===== config.mk =====
export PLATFORM = sky130hd
export DESIGN_NAME = icb_arbt_2m1s_flat
export DESIGN_NICKNAME = d
export VERILOG_FILES = /design/src/rtl/icb_arbt_2m1s_pkg.sv /design/src/rtl/icb_arbt_2m1s_if.sv /design/src/rtl/icb_outs_fifo.sv /design/src/rtl/icb_arbt_2m1s.sv /design/src/flat_wrapper.sv
export SDC_FILE = /design/constraint.sdc
export NUM_CORES = 1
export LEC_CHECK = 0
export BUFFER_PORTS_ARGS = -buffer_cell sky130_fd_sc_hd__buf_2
export CORE_AREA = 3 3 203 205
export CTS_CLUSTER_DIAMETER = 100
export DETAILED_ROUTE_END_ITERATION = 16
export DIE_AREA = 0 0 206 208
export GPL_ROUTABILITY_DRIVEN = 0
export PLACE_DENSITY = 0.35
export SYNTH_ARGS = -nofsm -noshare
export SYNTH_HDL_FRONTEND = slang
export SYNTH_SLANG_ARGS = --single-unit

===== constraint.sdc =====
create_clock -name clk -period 5.8 [get_ports clk]
set_input_delay 0.29 -clock clk [delete_from_list [all_inputs] [get_ports clk]]
set_output_delay 0.29 -clock clk [all_outputs]
set_load 0.02 [all_outputs]

===== src/rtl/icb_arbt_2m1s_pkg.sv =====
// Shared constants and types for the two-master ICB arbiter: bus widths,
// master ids and the arbiter's lock-state/debug types.
package icb_arbt_2m1s_pkg;

  localparam int ICB_ADW = 32;
  localparam int ICB_DW  = 64;

  localparam logic MID_IFU = 1'b0;
  localparam logic MID_LSU = 1'b1;

  typedef enum logic {
    ARB_IDLE = 1'b0,
    ARB_LOCK = 1'b1
  } arb_state_e;

  typedef struct packed {
    arb_state_e state;
    logic       gnt_vld;
    logic       gnt_id;
    logic       rr_last;
  } arb_dbg_t;

endpackage


===== src/rtl/icb_arbt_2m1s_if.sv =====
// One ICB link (command + response channels). The master modport drives
// commands and consumes responses; the slave modport does the opposite.
interface icb_arbt_2m1s_if #(
  parameter int ADW = 32,
  parameter int DW  = 64
);
  // Both channels: a beat transfers on a cycle where valid & ready are high.
  // Once valid is raised, valid and payload hold until that transfer happens.
  logic            cmd_valid;
  logic            cmd_ready;
  logic [ADW-1:0]  cmd_addr;
  logic            cmd_read;
  logic [DW-1:0]   cmd_wdata;
  logic [DW/8-1:0] cmd_wmask;
  logic            rsp_valid;
  logic            rsp_ready;
  logic [DW-1:0]   rsp_rdata;
  logic            rsp_err;

  modport master (
    output cmd_valid, cmd_addr, cmd_read, cmd_wdata, cmd_wmask, rsp_ready,
    input  cmd_ready, rsp_valid, rsp_rdata, rsp_err
  );

  modport slave (
    input  cmd_valid, cmd_addr, cmd_read, cmd_wdata, cmd_wmask, rsp_ready,
    output cmd_ready, rsp_valid, rsp_rdata, rsp_err
  );
endinterface


===== src/rtl/icb_outs_fifo.sv =====
// In-order tracker of outstanding commands: stores the 1-bit master id of
// every accepted command so responses can be steered back in order.
module icb_outs_fifo #(
  parameter int DEPTH = 2
) (
  input  logic clk,
  input  logic rstn,
  input  logic push_i,
  input  logic push_id_i,
  input  logic pop_i,
  output logic full_o,
  output logic empty_o,
  output logic head_o
);

  localparam int PW = (DEPTH > 1) ? $clog2(DEPTH) : 1;
  localparam int CW = $clog2(DEPTH + 1);

  logic [DEPTH-1:0] mem_q, mem_d;
  logic [PW-1:0]    wr_ptr_q, wr_ptr_d;
  logic [PW-1:0]    rd_ptr_q, rd_ptr_d;
  logic [CW-1:0]    cnt_q, cnt_d;
  logic             do_push, do_pop;

  function automatic logic [PW-1:0] ptr_inc(input logic [PW-1:0] p);
    return (p == PW'(DEPTH - 1)) ? '0 : p + 1'b1;
  endfunction

  assign full_o  = (cnt_q == CW'(DEPTH));
  assign empty_o = (cnt_q == '0);
  assign head_o  = mem_q[rd_ptr_q];

  // Full/empty come from the registered count, so a same-cycle pop never frees a slot for a push.
  assign do_push = push_i & ~full_o;
  assign do_pop  = pop_i & ~empty_o;

  always_comb begin
    mem_d    = mem_q;
    wr_ptr_d = wr_ptr_q;
    rd_ptr_d = rd_ptr_q;
    cnt_d    = cnt_q;
    if (do_push) begin
      mem_d[wr_ptr_q] = push_id_i;
      wr_ptr_d        = ptr_inc(wr_ptr_q);
    end
    if (do_pop) begin
      rd_ptr_d = ptr_inc(rd_ptr_q);
    end
    if (do_push && !do_pop) begin
      cnt_d = cnt_q + 1'b1;
    end else if (!do_push && do_pop) begin
      cnt_d = cnt_q - 1'b1;
    end
  end

  always_ff @(posedge clk) begin
    if (!rstn) begin
      mem_q    <= '0;
      wr_ptr_q <= '0;
      rd_ptr_q <= '0;
      cnt_q    <= '0;
    end else begin
      mem_q    <= mem_d;
      wr_ptr_q <= wr_ptr_d;
      rd_ptr_q <= rd_ptr_d;
      cnt_q    <= cnt_d;
    end
  end

endmodule


===== src/rtl/icb_arbt_2m1s.sv =====
// Two-master, one-slave ICB arbiter: round-robin command grant held until
// handshake, zero-latency command pass-through, in-order response steering.
module icb_arbt_2m1s
  import icb_arbt_2m1s_pkg::*;
#(
  parameter int ADW        = ICB_ADW,
  parameter int DW         = ICB_DW,
  parameter int OUTS_DEPTH = 2
) (
  input  logic                    clk,
  input  logic                    rstn,
  icb_arbt_2m1s_if.slave          m0_icb,
  icb_arbt_2m1s_if.slave          m1_icb,
  icb_arbt_2m1s_if.master         s_icb,
  output arb_dbg_t                dbg_o
);

  arb_state_e state_q, state_d;
  logic       lock_id_q, lock_id_d;
  logic       rr_last_q, rr_last_d;
  logic       gnt_vld, gnt_id, gnt_req;
  logic       s_cmd_valid, cmd_hs;
  logic       full, empty, head;
  logic       s_rsp_ready, rsp_hs;

  always_comb begin
    state_d   = state_q;
    lock_id_d = lock_id_q;
    rr_last_d = rr_last_q;
    gnt_vld   = 1'b0;
    gnt_id    = MID_IFU;
    if (state_q == ARB_LOCK) begin
      gnt_vld = 1'b1;
      gnt_id  = lock_id_q;
    end else if (m0_icb.cmd_valid && m1_icb.cmd_valid) begin
      gnt_vld = 1'b1;
      gnt_id  = ~rr_last_q;
    end else if (m0_icb.cmd_valid) begin
      gnt_vld = 1'b1;
      gnt_id  = MID_IFU;
    end else if (m1_icb.cmd_valid) begin
      gnt_vld = 1'b1;
      gnt_id  = MID_LSU;
    end
    gnt_req     = (gnt_id == MID_LSU) ? m1_icb.cmd_valid : m0_icb.cmd_valid;
    s_cmd_valid = gnt_vld & gnt_req & ~full;
    cmd_hs      = s_cmd_valid & s_icb.cmd_ready;
    // A presented-but-stalled command pins the grant so the slave sees a stable payload.
    if (cmd_hs) begin
      state_d   = ARB_IDLE;
      rr_last_d = gnt_id;
    end else if (s_cmd_valid) begin
      state_d   = ARB_LOCK;
      lock_id_d = gnt_id;
    end
  end

  always_ff @(posedge clk) begin
    if (!rstn) begin
      state_q   <= ARB_IDLE;
      lock_id_q <= MID_IFU;
      rr_last_q <= MID_LSU;
    end else begin
      state_q   <= state_d;
      lock_id_q <= lock_id_d;
      rr_last_q <= rr_last_d;
    end
  end

  assign s_icb.cmd_valid = s_cmd_valid;
  assign s_icb.cmd_addr  = !gnt_vld ? '0 : (gnt_id ? m1_icb.cmd_addr  : m0_icb.cmd_addr);
  assign s_icb.cmd_read  = !gnt_vld ? '0 : (gnt_id ? m1_icb.cmd_read  : m0_icb.cmd_read);
  assign s_icb.cmd_wdata = !gnt_vld ? '0 : (gnt_id ? m1_icb.cmd_wdata : m0_icb.cmd_wdata);
  assign s_icb.cmd_wmask = !gnt_vld ? '0 : (gnt_id ? m1_icb.cmd_wmask : m0_icb.cmd_wmask);

  assign m0_icb.cmd_ready = gnt_vld & (gnt_id == MID_IFU) & ~full & s_icb.cmd_ready;
  assign m1_icb.cmd_ready = gnt_vld & (gnt_id == MID_LSU) & ~full & s_icb.cmd_ready;

  icb_outs_fifo #(
    .DEPTH (OUTS_DEPTH)
  ) u_outs_fifo (
    .clk       (clk),
    .rstn      (rstn),
    .push_i    (cmd_hs),
    .push_id_i (gnt_id),
    .pop_i     (rsp_hs),
    .full_o    (full),
    .empty_o   (empty),
    .head_o    (head)
  );

  // A response with nothing outstanding is never accepted nor forwarded.
  assign s_rsp_ready     = ~empty & (head ? m1_icb.rsp_ready : m0_icb.rsp_ready);
  assign rsp_hs          = s_icb.rsp_valid & s_rsp_ready;
  assign s_icb.rsp_ready = s_rsp_ready;

  assign m0_icb.rsp_valid = s_icb.rsp_valid & ~empty & (head == MID_IFU);
  assign m1_icb.rsp_valid = s_icb.rsp_valid & ~empty & (head == MID_LSU);
  assign m0_icb.rsp_rdata = s_icb.rsp_rdata;
  assign m1_icb.rsp_rdata = s_icb.rsp_rdata;
  assign m0_icb.rsp_err   = s_icb.rsp_err;
  assign m1_icb.rsp_err   = s_icb.rsp_err;

  assign dbg_o = '{state: state_q, gnt_vld: gnt_vld, gnt_id: gnt_id, rr_last: rr_last_q};

endmodule


===== src/flat_wrapper.sv =====
// flat-port wrapper written by rule: the top's interface ports become plain ports
module icb_arbt_2m1s_flat import icb_arbt_2m1s_pkg::*;
#(
  parameter int ADW        = ICB_ADW,
  parameter int DW         = ICB_DW,
  parameter int OUTS_DEPTH = 2
)
  (clk, rstn, dbg_o, m0_icb_cmd_valid, m0_icb_cmd_addr, m0_icb_cmd_read, m0_icb_cmd_wdata, m0_icb_cmd_wmask, m0_icb_rsp_ready, m0_icb_cmd_ready, m0_icb_rsp_valid, m0_icb_rsp_rdata, m0_icb_rsp_err, m1_icb_cmd_valid, m1_icb_cmd_addr, m1_icb_cmd_read, m1_icb_cmd_wdata, m1_icb_cmd_wmask, m1_icb_rsp_ready, m1_icb_cmd_ready, m1_icb_rsp_valid, m1_icb_rsp_rdata, m1_icb_rsp_err, s_icb_cmd_valid, s_icb_cmd_addr, s_icb_cmd_read, s_icb_cmd_wdata, s_icb_cmd_wmask, s_icb_rsp_ready, s_icb_cmd_ready, s_icb_rsp_valid, s_icb_rsp_rdata, s_icb_rsp_err);
  icb_arbt_2m1s_if #(.ADW(ADW), .DW(DW)) m0_icb_i ();
  icb_arbt_2m1s_if #(.ADW(ADW), .DW(DW)) m1_icb_i ();
  icb_arbt_2m1s_if #(.ADW(ADW), .DW(DW)) s_icb_i ();
  input  logic clk;
  input  logic rstn;
  output arb_dbg_t dbg_o;
  input wire logic [$bits(m0_icb_i.cmd_valid)-1:0] m0_icb_cmd_valid;
  input wire logic [$bits(m0_icb_i.cmd_addr)-1:0] m0_icb_cmd_addr;
  input wire logic [$bits(m0_icb_i.cmd_read)-1:0] m0_icb_cmd_read;
  input wire logic [$bits(m0_icb_i.cmd_wdata)-1:0] m0_icb_cmd_wdata;
  input wire logic [$bits(m0_icb_i.cmd_wmask)-1:0] m0_icb_cmd_wmask;
  input wire logic [$bits(m0_icb_i.rsp_ready)-1:0] m0_icb_rsp_ready;
  output wire logic [$bits(m0_icb_i.cmd_ready)-1:0] m0_icb_cmd_ready;
  output wire logic [$bits(m0_icb_i.rsp_valid)-1:0] m0_icb_rsp_valid;
  output wire logic [$bits(m0_icb_i.rsp_rdata)-1:0] m0_icb_rsp_rdata;
  output wire logic [$bits(m0_icb_i.rsp_err)-1:0] m0_icb_rsp_err;
  input wire logic [$bits(m1_icb_i.cmd_valid)-1:0] m1_icb_cmd_valid;
  input wire logic [$bits(m1_icb_i.cmd_addr)-1:0] m1_icb_cmd_addr;
  input wire logic [$bits(m1_icb_i.cmd_read)-1:0] m1_icb_cmd_read;
  input wire logic [$bits(m1_icb_i.cmd_wdata)-1:0] m1_icb_cmd_wdata;
  input wire logic [$bits(m1_icb_i.cmd_wmask)-1:0] m1_icb_cmd_wmask;
  input wire logic [$bits(m1_icb_i.rsp_ready)-1:0] m1_icb_rsp_ready;
  output wire logic [$bits(m1_icb_i.cmd_ready)-1:0] m1_icb_cmd_ready;
  output wire logic [$bits(m1_icb_i.rsp_valid)-1:0] m1_icb_rsp_valid;
  output wire logic [$bits(m1_icb_i.rsp_rdata)-1:0] m1_icb_rsp_rdata;
  output wire logic [$bits(m1_icb_i.rsp_err)-1:0] m1_icb_rsp_err;
  output wire logic [$bits(s_icb_i.cmd_valid)-1:0] s_icb_cmd_valid;
  output wire logic [$bits(s_icb_i.cmd_addr)-1:0] s_icb_cmd_addr;
  output wire logic [$bits(s_icb_i.cmd_read)-1:0] s_icb_cmd_read;
  output wire logic [$bits(s_icb_i.cmd_wdata)-1:0] s_icb_cmd_wdata;
  output wire logic [$bits(s_icb_i.cmd_wmask)-1:0] s_icb_cmd_wmask;
  output wire logic [$bits(s_icb_i.rsp_ready)-1:0] s_icb_rsp_ready;
  input wire logic [$bits(s_icb_i.cmd_ready)-1:0] s_icb_cmd_ready;
  input wire logic [$bits(s_icb_i.rsp_valid)-1:0] s_icb_rsp_valid;
  input wire logic [$bits(s_icb_i.rsp_rdata)-1:0] s_icb_rsp_rdata;
  input wire logic [$bits(s_icb_i.rsp_err)-1:0] s_icb_rsp_err;
  assign m0_icb_i.cmd_valid = m0_icb_cmd_valid;
  assign m0_icb_i.cmd_addr = m0_icb_cmd_addr;
  assign m0_icb_i.cmd_read = m0_icb_cmd_read;
  assign m0_icb_i.cmd_wdata = m0_icb_cmd_wdata;
  assign m0_icb_i.cmd_wmask = m0_icb_cmd_wmask;
  assign m0_icb_i.rsp_ready = m0_icb_rsp_ready;
  assign m0_icb_cmd_ready = m0_icb_i.cmd_ready;
  assign m0_icb_rsp_valid = m0_icb_i.rsp_valid;
  assign m0_icb_rsp_rdata = m0_icb_i.rsp_rdata;
  assign m0_icb_rsp_err = m0_icb_i.rsp_err;
  assign m1_icb_i.cmd_valid = m1_icb_cmd_valid;
  assign m1_icb_i.cmd_addr = m1_icb_cmd_addr;
  assign m1_icb_i.cmd_read = m1_icb_cmd_read;
  assign m1_icb_i.cmd_wdata = m1_icb_cmd_wdata;
  assign m1_icb_i.cmd_wmask = m1_icb_cmd_wmask;
  assign m1_icb_i.rsp_ready = m1_icb_rsp_ready;
  assign m1_icb_cmd_ready = m1_icb_i.cmd_ready;
  assign m1_icb_rsp_valid = m1_icb_i.rsp_valid;
  assign m1_icb_rsp_rdata = m1_icb_i.rsp_rdata;
  assign m1_icb_rsp_err = m1_icb_i.rsp_err;
  assign s_icb_cmd_valid = s_icb_i.cmd_valid;
  assign s_icb_cmd_addr = s_icb_i.cmd_addr;
  assign s_icb_cmd_read = s_icb_i.cmd_read;
  assign s_icb_cmd_wdata = s_icb_i.cmd_wdata;
  assign s_icb_cmd_wmask = s_icb_i.cmd_wmask;
  assign s_icb_rsp_ready = s_icb_i.rsp_ready;
  assign s_icb_i.cmd_ready = s_icb_cmd_ready;
  assign s_icb_i.rsp_valid = s_icb_rsp_valid;
  assign s_icb_i.rsp_rdata = s_icb_rsp_rdata;
  assign s_icb_i.rsp_err = s_icb_rsp_err;
  icb_arbt_2m1s #(.ADW(ADW), .DW(DW), .OUTS_DEPTH(OUTS_DEPTH)) u_core (.clk(clk), .rstn(rstn), .m0_icb(m0_icb_i), .m1_icb(m1_icb_i), .s_icb(s_icb_i), .dbg_o(dbg_o));
endmodule

# ---- Word level (Yosys, flattened, before mapping)
# Index checks and enable logic that the tools add are counted.
dict set report classes {
  n_addsub 4
  order_cmp 3
  eq_ne 1
  n_mux 26
  n_bitwise 23
  n_reduce_logical 10
}
# op n
set op_table {}
lappend op_table {{64-bit two-way mux} 2}
lappend op_table {{32-bit two-way mux} 2}
lappend op_table {{1-bit AND} 16}
lappend op_table {{1-bit two-way mux} 16}
lappend op_table {{8-bit two-way mux} 2}
lappend op_table {{1-bit NOT} 7}
lappend op_table {{1-bit logical AND} 4}
lappend op_table {{1-bit by 2-bit less-than comparator with 1-bit output, second input constant} 2}
lappend op_table {{2-bit two-way mux} 2}
lappend op_table {{1-bit adder, second input constant} 2}
lappend op_table {{2-bit by 1-bit adder with 2-bit output, second input constant} 1}
lappend op_table {{2-bit bitwise mux} 1}
lappend op_table {{2-bit equality test, second input constant} 1}
lappend op_table {{1-bit zero test} 2}
lappend op_table {{2-bit zero test} 1}
lappend op_table {{2-bit AND reduction} 1}
lappend op_table {{2-bit nonzero test} 1}
lappend op_table {{2-bit OR reduction} 1}
lappend op_table {{2-bit by 1-bit subtractor with 2-bit output, second input constant} 1}
lappend op_table {{1-bit demux with 1-bit select} 1}
lappend op_table {{1-bit >= comparator, second input constant} 1}
dict set report totals {
  ff_bits 9
  in_bits 283
  output_inout_bits 245
  wordCells 74
}

# ---- Longest topological paths before layout
# Gate-level depths: netlist (run 1).
dict set report depth {
  depth_word 13
  depth_mapped 7
}

# ---- Cells and area by module
# Synthesis (run 1) repeated with hierarchy kept, for this count alone.
dict set report hier_totals {
  cells_unflattened 324
  hier_area_um2 2615.0
}
# mod instances cells_per_inst area_per_inst_um2
set modules_own_cells {}
lappend modules_own_cells {icb_arbt_2m1s 1 294 2326.0}
lappend modules_own_cells {icb_outs_fifo 1 30 289.0}

# ---- Worst setup path after synthesis (run 1)
# OpenSTA, ideal clock, no wires.
dict set report synth_path {
  path_type {flip-flop to flip-flop}
  startpoint {register u_core.u_outs_fifo.rd_ptr_q}
  endpoint {register u_core.u_outs_fifo.cnt_q[1]}
  setup_time_ps 76
  t_arrival_ps 1813
  required_ps 5724
  path_slack_ps 3912
  path_stages_with_launch 7
  period_less_slack_ps 1888
  cell_sequence {dfxtp_1 -> mux2i_1 -> mux2i_1 -> or2_2 -> ha_1 -> or3_1 -> a21boi_0}
}
dict set report synth_via {
  elab_chain_cells 9
  word_cells_on_any_way 11
  classes_between {mux (4); bitwise (3); reduce/logical (4)}
}
# item line
set synth_rtl {}
lappend synth_rtl {{start, declared} icb_outs_fifo.sv:21} ;# logic [PW-1:0] rd_ptr_q, rd_ptr_d;
lappend synth_rtl {{start signal, assigned} icb_outs_fifo.sv:65} ;# rd_ptr_q <= rd_ptr_d;
lappend synth_rtl {{1-bit two-way mux (not written as such) (*) (2 in a row)} icb_outs_fifo.sv:31} ;# assign head_o = mem_q[rd_ptr_q];
lappend synth_rtl {{1-bit two-way mux (*)} icb_arbt_2m1s.sv:93} ;# assign s_rsp_ready = ~empty & (head ? m1_icb.rsp_ready : m0_icb.rsp_ready);
lappend synth_rtl {{1-bit AND (*)} icb_arbt_2m1s.sv:93}
lappend synth_rtl {{1-bit AND (*)} icb_arbt_2m1s.sv:94} ;# assign rsp_hs = s_icb.rsp_valid & s_rsp_ready;
lappend synth_rtl {{1-bit AND (*)} icb_outs_fifo.sv:35} ;# assign do_pop = pop_i & ~empty_o;
lappend synth_rtl {{1-bit zero test} icb_outs_fifo.sv:49} ;# if (do_push && !do_pop) begin
lappend synth_rtl {{1-bit logical AND} icb_outs_fifo.sv:49}
lappend synth_rtl {{2-bit two-way mux / 2-bit nonzero test (equally long branches)} --}
lappend synth_rtl {{end signal, assigned} icb_outs_fifo.sv:66} ;# cnt_q <= cnt_d;
lappend synth_rtl {{end, declared} icb_outs_fifo.sv:22} ;# logic [CW-1:0] cnt_q, cnt_d;
# Mark *: on every way between the ends. The rest lies on a longest branch, timed or not. The select of a mux whose other input is x is not followed.
# A chain may end at the register's enable or synchronous reset.

# ---- Final worst setup path (run 1)
dict set report layout_path {
  startpoint {register u_core.state_q}
  endpoint {output port s_icb_cmd_wdata[45]}
}
dict set report layout_via {
  elab_chain_cells 3
  word_cells_on_any_way 4
  classes_between {mux (4)}
}
# item line
set layout_rtl {}
lappend layout_rtl {{start, declared} icb_arbt_2m1s.sv:18} ;# arb_state_e state_q, state_d;
lappend layout_rtl {{start signal, assigned} icb_arbt_2m1s.sv:64} ;# state_q <= state_d;
lappend layout_rtl {{1-bit two-way mux} icb_arbt_2m1s.sv:32} ;# if (state_q == ARB_LOCK) begin
lappend layout_rtl {{64-bit two-way mux} icb_arbt_2m1s.sv:73} ;# assign s_icb.cmd_wdata = !gnt_vld ? '0 : (gnt_id ? m1_icb.cmd_wdata : m0_icb.cmd_wdata);
lappend layout_rtl {{64-bit two-way mux (*)} icb_arbt_2m1s.sv:73}
lappend layout_rtl {{end, declared} flat_wrapper.sv:38} ;# output wire logic [$bits(s_icb_i.cmd_wdata)-1:0] s_icb_cmd_wdata;
# Mark *: on every way between the ends. The rest lies on a longest branch, timed or not.

==> summary.md, run 1 <==
| Metric | Value |
|---|---|
| Post-CTS sizing | `0` |
| Sink Count | `9` |
| Drc violations | `0` |
| I/O Buffers | `around 330` |
| Via Count | `3812` |
| Family with the most delay on the worst path | `buffers and inverters` |
| Synthesized area | `just over 0.003 mm2` |
| Fin Setup TNS | `0 ns` |
| Buffers and inverters on the worst path | `2` |
| CP arrival | `~2.3 ns` |
| Commonest non-fill, non-tap cell in the layout | `buf_2` |
| Worst-path clk slew | `about 0.04 ns` |
| Total Routing Usage GR | `0.0547` |
| Tmin final | `between 2 and 3 ns` |
| Max frequency | `roughly 380 MHz` |
| Pint | `0.403 mW` |
| Die height | `approximately 210 um` |
| Unrepaired setup endpoints after global routing | `false` |
| NetSw | `roughly 0.49 mW` |
| Post-Syn Instances | `roughly 540` |
| # Max-Cap Violations | `0` |
| YS warnings | `0` |
| Final Cycle Share | `0.453` |
| Required @ worst endpoint | `about 5.5 ns` |
| Largest net degree at the start of global routing | `216` |
| Vias per std cell | `3.08` |
| Top Ports | `roughly 530` |
| Peak supply drop | `~0.12 mV` |
| Pre-CTS WS | `between 3 and 4 ns` |
| HPWL after detailed placement | `roughly 11 mm` |
| First-pass GRT wire length | `~19 mm` |
| Worst setup margin | `approximately 3.2 ns` |
| Skew-Pair Late Insertion Delay | `around 0.23 ns` |
| Syn_nets | `between 800 and 900` |
| Vias in the first global route | `between 3000 and 4000` |
| CTS tree | `yes` |
| Initial DRC count | `around 210` |
| Logic gate share of total power | `0.760` |
| FF+latch count, synth | `9` |
| CP max-delay cell | `buf_4` |
| Rel. slew slack | `0.474` |
| Layout Nets | `~1000` |
| Initial antenna violation count | `2` |
| Clock buffer depth | `2` |
| Met1 GRT Util | `0.0600` |
| H-tree depth | `1` |
| Area share of the largest cell type after synthesis | `0.330` |
| Share of total power in the clock network | `0.138` |
| Grt ovf | `0` |
| CTS Buf Count | `3` |
| Hold Crit Class | `input port to flop` |
| Flop pwr share | `0.102` |
| Overall die width | `between 200 and 250 um` |
| First drt pass iteration count | `4` |
| WHS | `~0.35 ns` |
| Commonest cells after routing, fill and taps aside | `332 x buf_2, 216 x nand2_1, 102 x o21ai_0, 9 x dfxtp_1, 6 x o21ai_1` |
| Actual slew at the worst max-slew pin | `0.789 ns` |
| Pwr dens | `around 210 mW/mm2` |
| Routed len/inst | `around 11 um` |
| Switching Fraction | `0.546` |
| Setup-failing EPs final | `0` |
| Post CTS Setup Buffer Count | `0` |
| CP endpoint kind | `output pin` |
| M3 GR Usage | `0.0205` |
| Area Growth Syn to Fin | `40.0%` |
| Met2 GRT Util | `0.0962` |
| Outcome | `finished, final reports clean` |
| Share of layout cells above drive strength 1 | `0.481` |
| Crit path max fanout | `57` |
| Worst setup path class | `flop to output pin` |
| Yosys cell types | `31` |
| GRT busiest layer | `met2` |
| Sequential area share after synthesis | `0.0592` |
| Antenna Nets Post-Route | `0` |
| Fin area | `between 0.004 and 0.005 mm2` |
| Final max-slew violation count | `0` |
| Area leader, netlist | `buf_4` |
| Clk root buf | `clkbuf_16` |
| Fin cells | `between 1000 and 1500` |
| Final wirelength | `~14 mm` |
| Die area | `between 0.04 and 0.05 mm2` |
| Static leakage | `2.24 nW` |
| Setup crit start kind | `flop` |
| DP Area | `0.00418 mm2` |
| Skew final | `about 0.0018 ns` |
| Synth area leaders | `buf_4 33%, nand2_1 27%, o21ai_0 17%, dfxtp_1 5.9%, buf_6 3.0%` |
| Avg Cell Area, Syn | `around 5.6 um2` |
| CP cell instances | `or3_4 > buf_4 > nand2_1 > o21ai_0 > buf_2` |
| Hold Violations, Final | `0` |
| CP max stage delay | `between 0.5 and 0.6 ns` |
| Placed cells | `approximately 1200` |
| Placeable Area | `0.0396 mm2` |
| Post-CTS Hold Buffers | `0` |
| # rows | `73` |
| Initial Utilization | `0.0768` |
-- stage by stage --
step | util | total power [mW]
after floorplan | - | 0.663
after global placement | 0.105 | 0.777
after detailed placement | 0.105 | 0.775
after CTS | 0.107 | 0.902
after global routing | 0.107 | 0.965
final | 0.108 | 0.888
-- final cells by class --
| class | count | area (um2) |
|---|---|---|
| diodes | 1 | 2.50 |
| clock buffers | 4 | 78.8 |
| fillers | 4717 | 35400 |
| inverters | 2 | 7.51 |
| multi-input cells | 362 | 1650 |
| flip-flops and latches | 9 | 180 |
| well taps | 525 | 657 |
| repair buffers | 334 | 1690 |
-- registers in the layout (all words and copies together), names as in the netlist --
register / cells
u_core.u_outs_fifo.mem_q: 2
u_core.rr_last_q: 1
u_core.state_q: 1
u_core.lock_id_q: 1
u_core.u_outs_fifo.rd_ptr_q: 1
u_core.u_outs_fifo.wr_ptr_q: 1
u_core.u_outs_fifo.cnt_q: 2
-- synth_stat cells, drive strengths merged --
cell type,count
xor2,1
nor2b,2
o31ai,1
inv,2
or2,1
buf,152
o211ai,2
nor2,4
clkbuf,18
or3b,1
and2,2
nor3b,1
nand3,2
dfxtp,9
o2111ai,3
mux2i,4
o21ai,109
or3,3
ha,1
a21boi,3
xnor2,1
nand2b,2
o2bb2ai,1
o211a,1
nand2,217
-- power groups by stage --
stage	Sequential (mW)	Clock [mW]	Combinational (mW)
6_report	0.0907	0.123	0.675
5_1_grt	0.0938	0.128	0.743
4_1_cts	0.0910	0.126	0.685
3_5_place_dp	0.0921	0	0.683
3_3_place_gp	0.0915	0	0.685
2_1_floorplan	0.0873	0	0.576
-- cells by family (layout without fill, tap and decap cells) --
logic type                 count (synthesis)  count (layout)  synth area share
adders and majority gates                  1               1           0.00411
and+or+nand+nor                          235             235             0.303
xor gates and xnor gates                   2               2           0.00576
other                                      0               1                 0
buffers and inverters                    172             340             0.401
AOI/OAI and AO/OA                        120             120             0.214
DFF                                        9               9            0.0592
muxes                                      4               4            0.0132
-- metal layers --
layer	vias up	routed length, um
li1	1942	-
met1	1584	5060
met2	239	6820
met3	45	1650
met4	2	430
met5	-	18
-- final timing paths --
kind	start	slack, ns	cells after the start	to
min reg2reg	u_core.u_outs_fifo.mem_q[0]$_SDFFE_PN0P_	0.46	2	u_core.u_outs_fifo.mem_q[0]$_SDFFE_PN0P_
max reg2reg	u_core.u_outs_fifo.rd_ptr_q$_SDFFE_PN0P_	3.74	6	u_core.u_outs_fifo.cnt_q[1]$_SDFFE_PN0P_
min	rstn	0.35	2	u_core.rr_last_q$_SDFFE_PN1P_
max	u_core.state_q$_SDFFE_PP0N_	3.17	5	s_icb_cmd_wdata[45]
(Power assumes the default switching activity.)
==> run 2, diff against run 1 <==
--- a/config.mk
+++ b/config.mk
@@ -6,10 +6,10 @@
 export NUM_CORES = 1
 export LEC_CHECK = 0
 export BUFFER_PORTS_ARGS = -buffer_cell sky130_fd_sc_hd__buf_2
-export CORE_AREA = 3 3 203 205
+export CORE_AREA = 3 3 204 206
 export CTS_CLUSTER_DIAMETER = 100
 export DETAILED_ROUTE_END_ITERATION = 16
-export DIE_AREA = 0 0 206 208
+export DIE_AREA = 0 0 207 209
 export GPL_ROUTABILITY_DRIVEN = 0
 export PLACE_DENSITY = 0.35
 export SYNTH_ARGS = -nofsm -noshare
==> constraint.sdc (replaced) <==
create_clock -name clk -period 2.67 [get_ports clk]
set_input_delay 0.1335 -clock clk [delete_from_list [all_inputs] [get_ports clk]]
set_output_delay 0.1335 -clock clk [all_outputs]
set_load 0.02 [all_outputs]
==> run 2 against run 1 <==
Against the previous run:
- setup slack worse by 2.6 ns
- largest power group unchanged
- die area up 0.97%
- critical path type is now flop to flop
- sequential power up 120%
- critical endpoint is now u_core.u_outs_fifo.cnt_q[1]$_SDFFE_PN0P_
==> summary.md, run 2 (synthesis gave the netlist of run 1 again) <==
| Metric | Value |
|---|---|
| Outcome | `finished, final reports clean` |
| GRT busiest layer | `met2` |
| Commonest non-fill, non-tap cell in the layout | `buf_2` |
| Post CTS Setup Buffer Count | `0 (unchanged)` |
| Pre-CTS WS | `0.609 ns (-2.74 ns)` |
| M3 GR Usage | `0.0177 (-0.00278)` |
| Die area | `0.0433 mm2 (+0.97%)` |
| Worst-path clk slew | `0.04 ns (about the same)` |
| CTS tree | `yes` |
| Clk root buf | `clkbuf_16` |
| CTS Buf Count | `3 (unchanged)` |
| Commonest cells after routing, fill and taps aside | `332 x buf_2, 216 x nand2_1, 102 x o21ai_0, 9 x dfxtp_1, 6 x o21ai_1` |
| Internal reg-to-reg setup slack | `0.60 ns (-3.14 ns)` |
| Antenna Nets Post-Route | `0 (unchanged)` |
| CP max stage delay | `0.37 ns (-0.21 ns)` |
| Pwr dens | `450 mW/mm2 (+120%)` |
| HPWL after detailed placement | `11.0 mm (-3.5%)` |
| Unrepaired setup endpoints after global routing | `false` |
| # Max-Cap Violations | `0 (unchanged)` |
| Crit path max fanout | `4 (-93%)` |
| Peak supply drop | `0.247 mV (+110%)` |
| Family with the most delay on the worst path | `simple AND/OR/NAND/NOR gates` |
| Total Routing Usage GR | `0.0529 (-0.00182)` |
| Worst setup path class | `flop to flop` |
| Hold Crit Class | `input port to flop` |
| Fin Setup TNS | `0 ns (unchanged)` |
| Overall die width | `207 um (+0.49%)` |
| Clock buffer depth | `2 (unchanged)` |
| Top Ports | `528 (unchanged)` |
| ANT cells | `0 (-1)` |
| Post-CTS sizing | `0 (unchanged)` |
| Via Count | `3771 (-1.1%)` |
| Sink Count | `9 (unchanged)` |
| CP endpoint kind | `flop` |
| Final max-slew violation count | `0 (unchanged)` |
| CP arrival | `2.23 ns (-0.11 ns)` |
| Vias in the first global route | `3575 (+7.8%)` |
| Largest registers | `u_core.u_outs_fifo.cnt_q x2, u_core.u_outs_fifo.mem_q x2` |
| Skew-Pair Late Insertion Delay | `0.24 ns (about the same)` |
| Final wirelength | `13.1 mm (-5.9%)` |
| H-tree depth | `1 (unchanged)` |
| Routed len/inst | `10.6 um (-6.0%)` |
| CP max-delay cell | `or3_1` |
| Tmin final | `2.07 ns` |
| Tot Pwr | `1.94 mW (+120%)` |
| Area Growth Syn to Fin | `41.7%` |
| Placeable Area | `0.0398 mm2 (+0.46%)` |
| Setup-failing EPs final | `0 (unchanged)` |
| I/O Buffers | `332 (unchanged)` |
| Critical Path Most Common Cell | `mux2i_1` |
| Max frequency | `about 480 MHz` |
| Skew final | `0.00265 ns (+0.000861 ns)` |
| Worst setup margin | `0.601 ns (-2.57 ns)` |
| First drt pass iteration count | `4 (unchanged)` |
| Largest net degree at the start of global routing | `113 (-48%)` |
| Setup crit start kind | `flop` |
| Met1 GRT Util | `0.0586 (-0.00139)` |
| First-pass GRT wire length | `19.2 mm (+2.0%)` |
| Actual slew at the worst max-slew pin | `0.433 ns (-0.356 ns)` |
| Grt ovf | `0 (unchanged)` |
| Buffers and inverters on the worst path | `0 (-2)` |
| Initial DRC count | `195 (-8.5%)` |
| Die height | `209 um (+0.48%)` |
| Layout Nets | `998 (+0.20%)` |
| # rows | `73 (unchanged)` |
| Hold Violations, Final | `0 (unchanged)` |
| Met2 GRT Util | `0.0940 (-0.00223)` |
| Initial Utilization | `0.0764 (-0.000352)` |
| Post-CTS Hold Buffers | `0 (unchanged)` |
| Static leakage | `2.26 nW (+1.2%)` |
| CP cell instances | `mux2i_1 > mux2i_1 > or2_2 > ha_1 > or3_1 > a21boi_0` |
| Final Cycle Share | `0.775` |
| Final core utilization | `0.108 (+0.000795)` |
| Required @ worst endpoint | `2.83 ns (-2.68 ns)` |
| Share of layout cells above drive strength 1 | `0.484 (+0.00286)` |
| Rel. slew slack | `0.708 (+0.235)` |
| Initial antenna violation count | `0 (-2)` |
| Drc violations | `0 (unchanged)` |
| Vias per std cell | `3.05 (-1.2%)` |
## run 2: changes by cell type in the layout (fill, tap and decap cells not counted), sizes merged
cell / change
diode: -1
clkinv: +1
clkbuf: -1
buf: +2
## run 2: worst register-to-register path: cells and delay by family (launching register included)
kind | cells | cell delay [ns]
muxes | 2 | 0.50
and+or+nand+nor | 2 | 0.67
DFF | 1 | 0.35
AOI/OAI and AO/OA | 1 | 0.16
adders and majority gates | 1 | 0.32
## run 2: worst paths after layout
check                                                 from                                  endpoint  cells past startpoint
hold reg to reg   u_core.u_outs_fifo.mem_q[0]$_SDFFE_PN0P_  u_core.u_outs_fifo.mem_q[0]$_SDFFE_PN0P_                      2
setup / recovery  u_core.u_outs_fifo.rd_ptr_q$_SDFFE_PN0P_  u_core.u_outs_fifo.cnt_q[1]$_SDFFE_PN0P_                      6
setup reg to reg  u_core.u_outs_fifo.rd_ptr_q$_SDFFE_PN0P_  u_core.u_outs_fifo.cnt_q[1]$_SDFFE_PN0P_                      6
hold / removal                                        rstn             u_core.rr_last_q$_SDFFE_PN1P_                      2
## run 2: stage by stage
step | hold WS [ns] | instance area [um2] | std cells
floorplan | 0.230 | 3040 | 543
global placement | 0.267 | 4230 | 1234
detailed placement | 0.267 | 4230 | 1234
CTS | 0.190 | 4310 | 1238
global route | 0.208 | 4310 | 1238
finish | 0.186 | 4310 | 1238
## run 2: power by group
| part | switching, mW | total [mW] | leakage (nW) | internal [mW] |
|---|---|---|---|---|
| sequential | 0.0320 | 0.196 | 0.0738 | 0.165 |
| combinational | 0.948 | 1.48 | 2.15 | 0.530 |
| clock | 0.0689 | 0.267 | 0.0409 | 0.198 |
| total | 1.05 | 1.94 | 2.26 | 0.892 |
## run 2: per-layer routing
layer  up-vias  part of all wire
met4         0             0.033
met5         -                 0
met1      1564              0.37
met2       220              0.49
met3        43              0.10
li1       1944                 -
## run 2: cell type report
type | instances | area (um2)
multi-input cells | 362 | 1650
fillers | 4705 | 35500
clock inverters | 1 | 5.00
flip-flops and latches | 9 | 180
well taps | 525 | 657
repair buffers | 336 | 1740
inverters | 2 | 7.51
clock buffers | 3 | 75.1
==> run 3, diff against run 2 <==
--- a/config.mk
+++ b/config.mk
@@ -11,7 +11,7 @@
 export DETAILED_ROUTE_END_ITERATION = 16
 export DIE_AREA = 0 0 207 209
 export GPL_ROUTABILITY_DRIVEN = 0
-export PLACE_DENSITY = 0.35
+export PLACE_DENSITY = 0.36
 export SYNTH_ARGS = -nofsm -noshare
 export SYNTH_HDL_FRONTEND = slang
 export SYNTH_SLANG_ARGS = --single-unit
==> constraint.sdc (replaced) <==
create_clock -name clk -period 1.8 [get_ports clk]
set_input_delay 0.09 -clock clk [delete_from_list [all_inputs] [get_ports clk]]
set_output_delay 0.09 -clock clk [all_outputs]
set_load 0.02 [all_outputs]
==> run 3 against run 2 <==
Against the previous run:
- the run now ends with negative setup slack left
- sequential power grew 47%
- cell count rose by 3.7%
- first-iteration DRC count decreased by 19%
- setup slack worse by 0.65 ns
- critical path depth is 3 higher
- clock skew shrank 0.00088 ns
- clock-buffer cell count increased by 1
- combinational power rose to 2.7 times the previous value
- total power is 140% higher
- clock power up 47%
- die area unchanged
- global-route usage is 1.9 points higher
==> summary.md, run 3 (synthesis gave the netlist of run 1 again) <==
| Metric | Value |
|---|---|
| Clk root buf | `clkbuf_16` |
| Final core utilization | `0.160 (+0.0512)` |
| I/O Buffers | `332 (unchanged)` |
| Hold Crit Class | `input port to flop` |
| HPWL after detailed placement | `11.7 mm (+6.6%)` |
| Worst Min Path Start | `rstn` |
| Max frequency | `~540 MHz` |
| Area Growth Syn to Fin | `109%` |
| Die height | `209 um (unchanged)` |
| Placed cells | `1246 (+0.97%)` |
| Layout Nets | `1044 (+4.6%)` |
| Hold Violations, Final | `0 (unchanged)` |
| Skew-Pair Late Insertion Delay | `0.23 ns (about the same)` |
| Crit path max fanout | `7 (+3)` |
| Reg2reg start | `u_core.state_q$_SDFFE_PP0N_` |
| Post-CTS Hold Buffers | `0 (unchanged)` |
| End of the critical path | `s_icb_cmd_addr[12]` |
| Final wirelength | `19.0 mm (+45%)` |
| Commonest cells after routing, fill and taps aside | `244 x buf_2, 150 x nand2_1, 66 x buf_6, 49 x o21ai_2, 40 x o21ai_1` |
| Top Ports | `528 (unchanged)` |
| Sink Count | `9 (unchanged)` |
| First-pass GRT wire length | `24.5 mm (+28%)` |
| Overall die width | `207 um (unchanged)` |
| Internal reg-to-reg setup slack | `0.01 ns (-0.59 ns)` |
| Worst-path clk slew | `0.04 ns (about the same)` |
| H-tree depth | `1 (unchanged)` |
| Vias in the first global route | `3983 (+11%)` |
| Rel. slew slack | `0.777 (+0.0681)` |
| CP endpoint kind | `output pin` |
| Share of layout cells above drive strength 1 | `0.693 (+0.209)` |
| Grt ovf | `0 (unchanged)` |
| Setup crit start kind | `flop` |
| Reg area | `183 um2 (+1.4%)` |
| Vias per std cell | `3.27 (+7.4%)` |
| Initial DRC count | `157 (-19%)` |
| ANT cells | `0 (unchanged)` |
| Worst setup margin | `-0.0491 ns (-0.650 ns)` |
| First drt pass iteration count | `4 (unchanged)` |
| CTS tree | `yes` |
| Drc violations | `0 (unchanged)` |
| Required @ worst endpoint | `1.71 ns (-1.12 ns)` |
| CP Launch Point | `u_core.state_q$_SDFFE_PP0N_` |
| Final max-slew violation count | `0 (unchanged)` |
| Unrepaired setup endpoints after global routing | `true` |
| Multi-input logic area | `0.00232 mm2 (+41%)` |
| Final Cycle Share | `1.03` |
| Skew final | `0.00177 ns (-0.000884 ns)` |
| Routed len/inst | `14.8 um (+40%)` |
| # rows | `73 (unchanged)` |
| Largest registers | `u_core.u_outs_fifo.cnt_q x2, u_core.u_outs_fifo.mem_q x2` |
| FILL cells | `4564 (-3.0%)` |
| # Max-Cap Violations | `0 (unchanged)` |
| Tmin final | `1.85 ns` |
| Failing checks | `negative setup slack` |
| Antenna Nets Post-Route | `0 (unchanged)` |
| Pwr dens | `732 mW/mm2 (+63%)` |
| Total Routing Usage GR | `0.0717 (+0.0188)` |
| Worst setup path class | `flop to output pin` |
| Largest net degree at the start of global routing | `56 (-50%)` |
| CTS Buf Count | `3 (unchanged)` |
| Initial Utilization | `0.0764 (unchanged)` |
| Setup-failing EPs final | `61 (+61)` |
| Placeable Area | `0.0398 mm2 (unchanged)` |
| Fin cells | `1284 (+3.7%)` |
| R2R cell count | `8 (+2)` |
| Initial antenna violation count | `0 (unchanged)` |
| Clock buffer depth | `2 (unchanged)` |
| Static leakage | `3.16 nW (+40%)` |
| Actual slew at the worst max-slew pin | `0.334 ns (-0.0990 ns)` |
| Tot Pwr | `4.65 mW (+140%)` |
| Die area | `0.0433 mm2 (unchanged)` |
| Outcome | `finished, violations left` |
| Commonest non-fill, non-tap cell in the layout | `buf_2` |
| RR Endpoint | `u_core.u_outs_fifo.cnt_q[1]$_SDFFE_PN0P_` |
| CP arrival | `1.76 ns (-0.47 ns)` |
| Via Count | `4202 (+11%)` |
| Peak supply drop | `0.677 mV (+170%)` |
-- run 3: cell count changes in the layout (fill, tap and decap cells not counted), sizes merged --
cell	previous run	this run
buf	336	372
clkbuf	3	14
clkinv	1	0
-- run 3: stage by stage --
stage	worst slack [ns]	setup TNS, ns	area, um2	hold WS (ns)
2_1_floorplan	0.0186	0	3070	0.186
3_3_place_gp	-0.0537	-0.0537	4410	0.180
3_5_place_dp	-0.0490	-0.0490	4410	0.180
4_1_cts	-0.0646	-2.16	5250	0.155
5_1_grt	-0.135	-7.68	6350	0.169
6_report	-0.0491	-1.44	6350	0.148
-- run 3: worst min-delay path by stage --
stage | to | slack, ns | cells after the start
2_1_floorplan | u_core.lock_id_q$_SDFFE_PN0P_ | 0.19 | 1
3_3_place_gp | m0_icb_rsp_rdata[23] | 0.18 | 0
3_5_place_dp | m0_icb_rsp_rdata[23] | 0.18 | 0
4_1_cts | u_core.rr_last_q$_SDFFE_PN1P_ | 0.15 | 2
5_1_grt | u_core.rr_last_q$_SDFFE_PN1P_ | 0.17 | 2
6_report | u_core.rr_last_q$_SDFFE_PN1P_ | 0.15 | 2
-- run 3: per-layer routing --
layer	up-vias	routed length, um	GRT usage
met2	244	9680	0.128
met1	1870	7080	0.0837
li1	2054	-	-
met4	0	607	0.0260
met5	-	0	0
met3	34	1680	0.0170
-- run 3: what timing repair did --
item | 4_1_cts | 5_1_grt
endpoints found under the setup margin | 107 | 106
resized for setup | 167 | 272
buffers inserted | 11 | 2
pin swaps | 10 | 43
cloned | 12 | 10
-- run 3: worst max-delay path: stages, from the launching register on --
cell       delay, ns
dfxtp_2         0.32
buf_6           0.11
nand2b_4        0.13
o21ai_4         0.17
buf_12          0.18
clkbuf_16       0.19
clkbuf_16       0.15
nand2_2         0.04
o21ai_1         0.07
buf_4           0.16
-- run 3: report_power, final --
group          internal [mW]  total, mW  switching [mW]
combinational           1.91       3.97            2.05
clock                  0.296      0.393          0.0971
sequential             0.246      0.289          0.0426
total                   2.46       4.65            2.19
-- run 3: final cells by class --
type                       count  area share
tap                          525       0.103
inverter                       2     0.00118
clock buffer                   4      0.0124
sequential                     9      0.0288
timing repair buffer         382       0.490
multi-input combinational    362       0.365
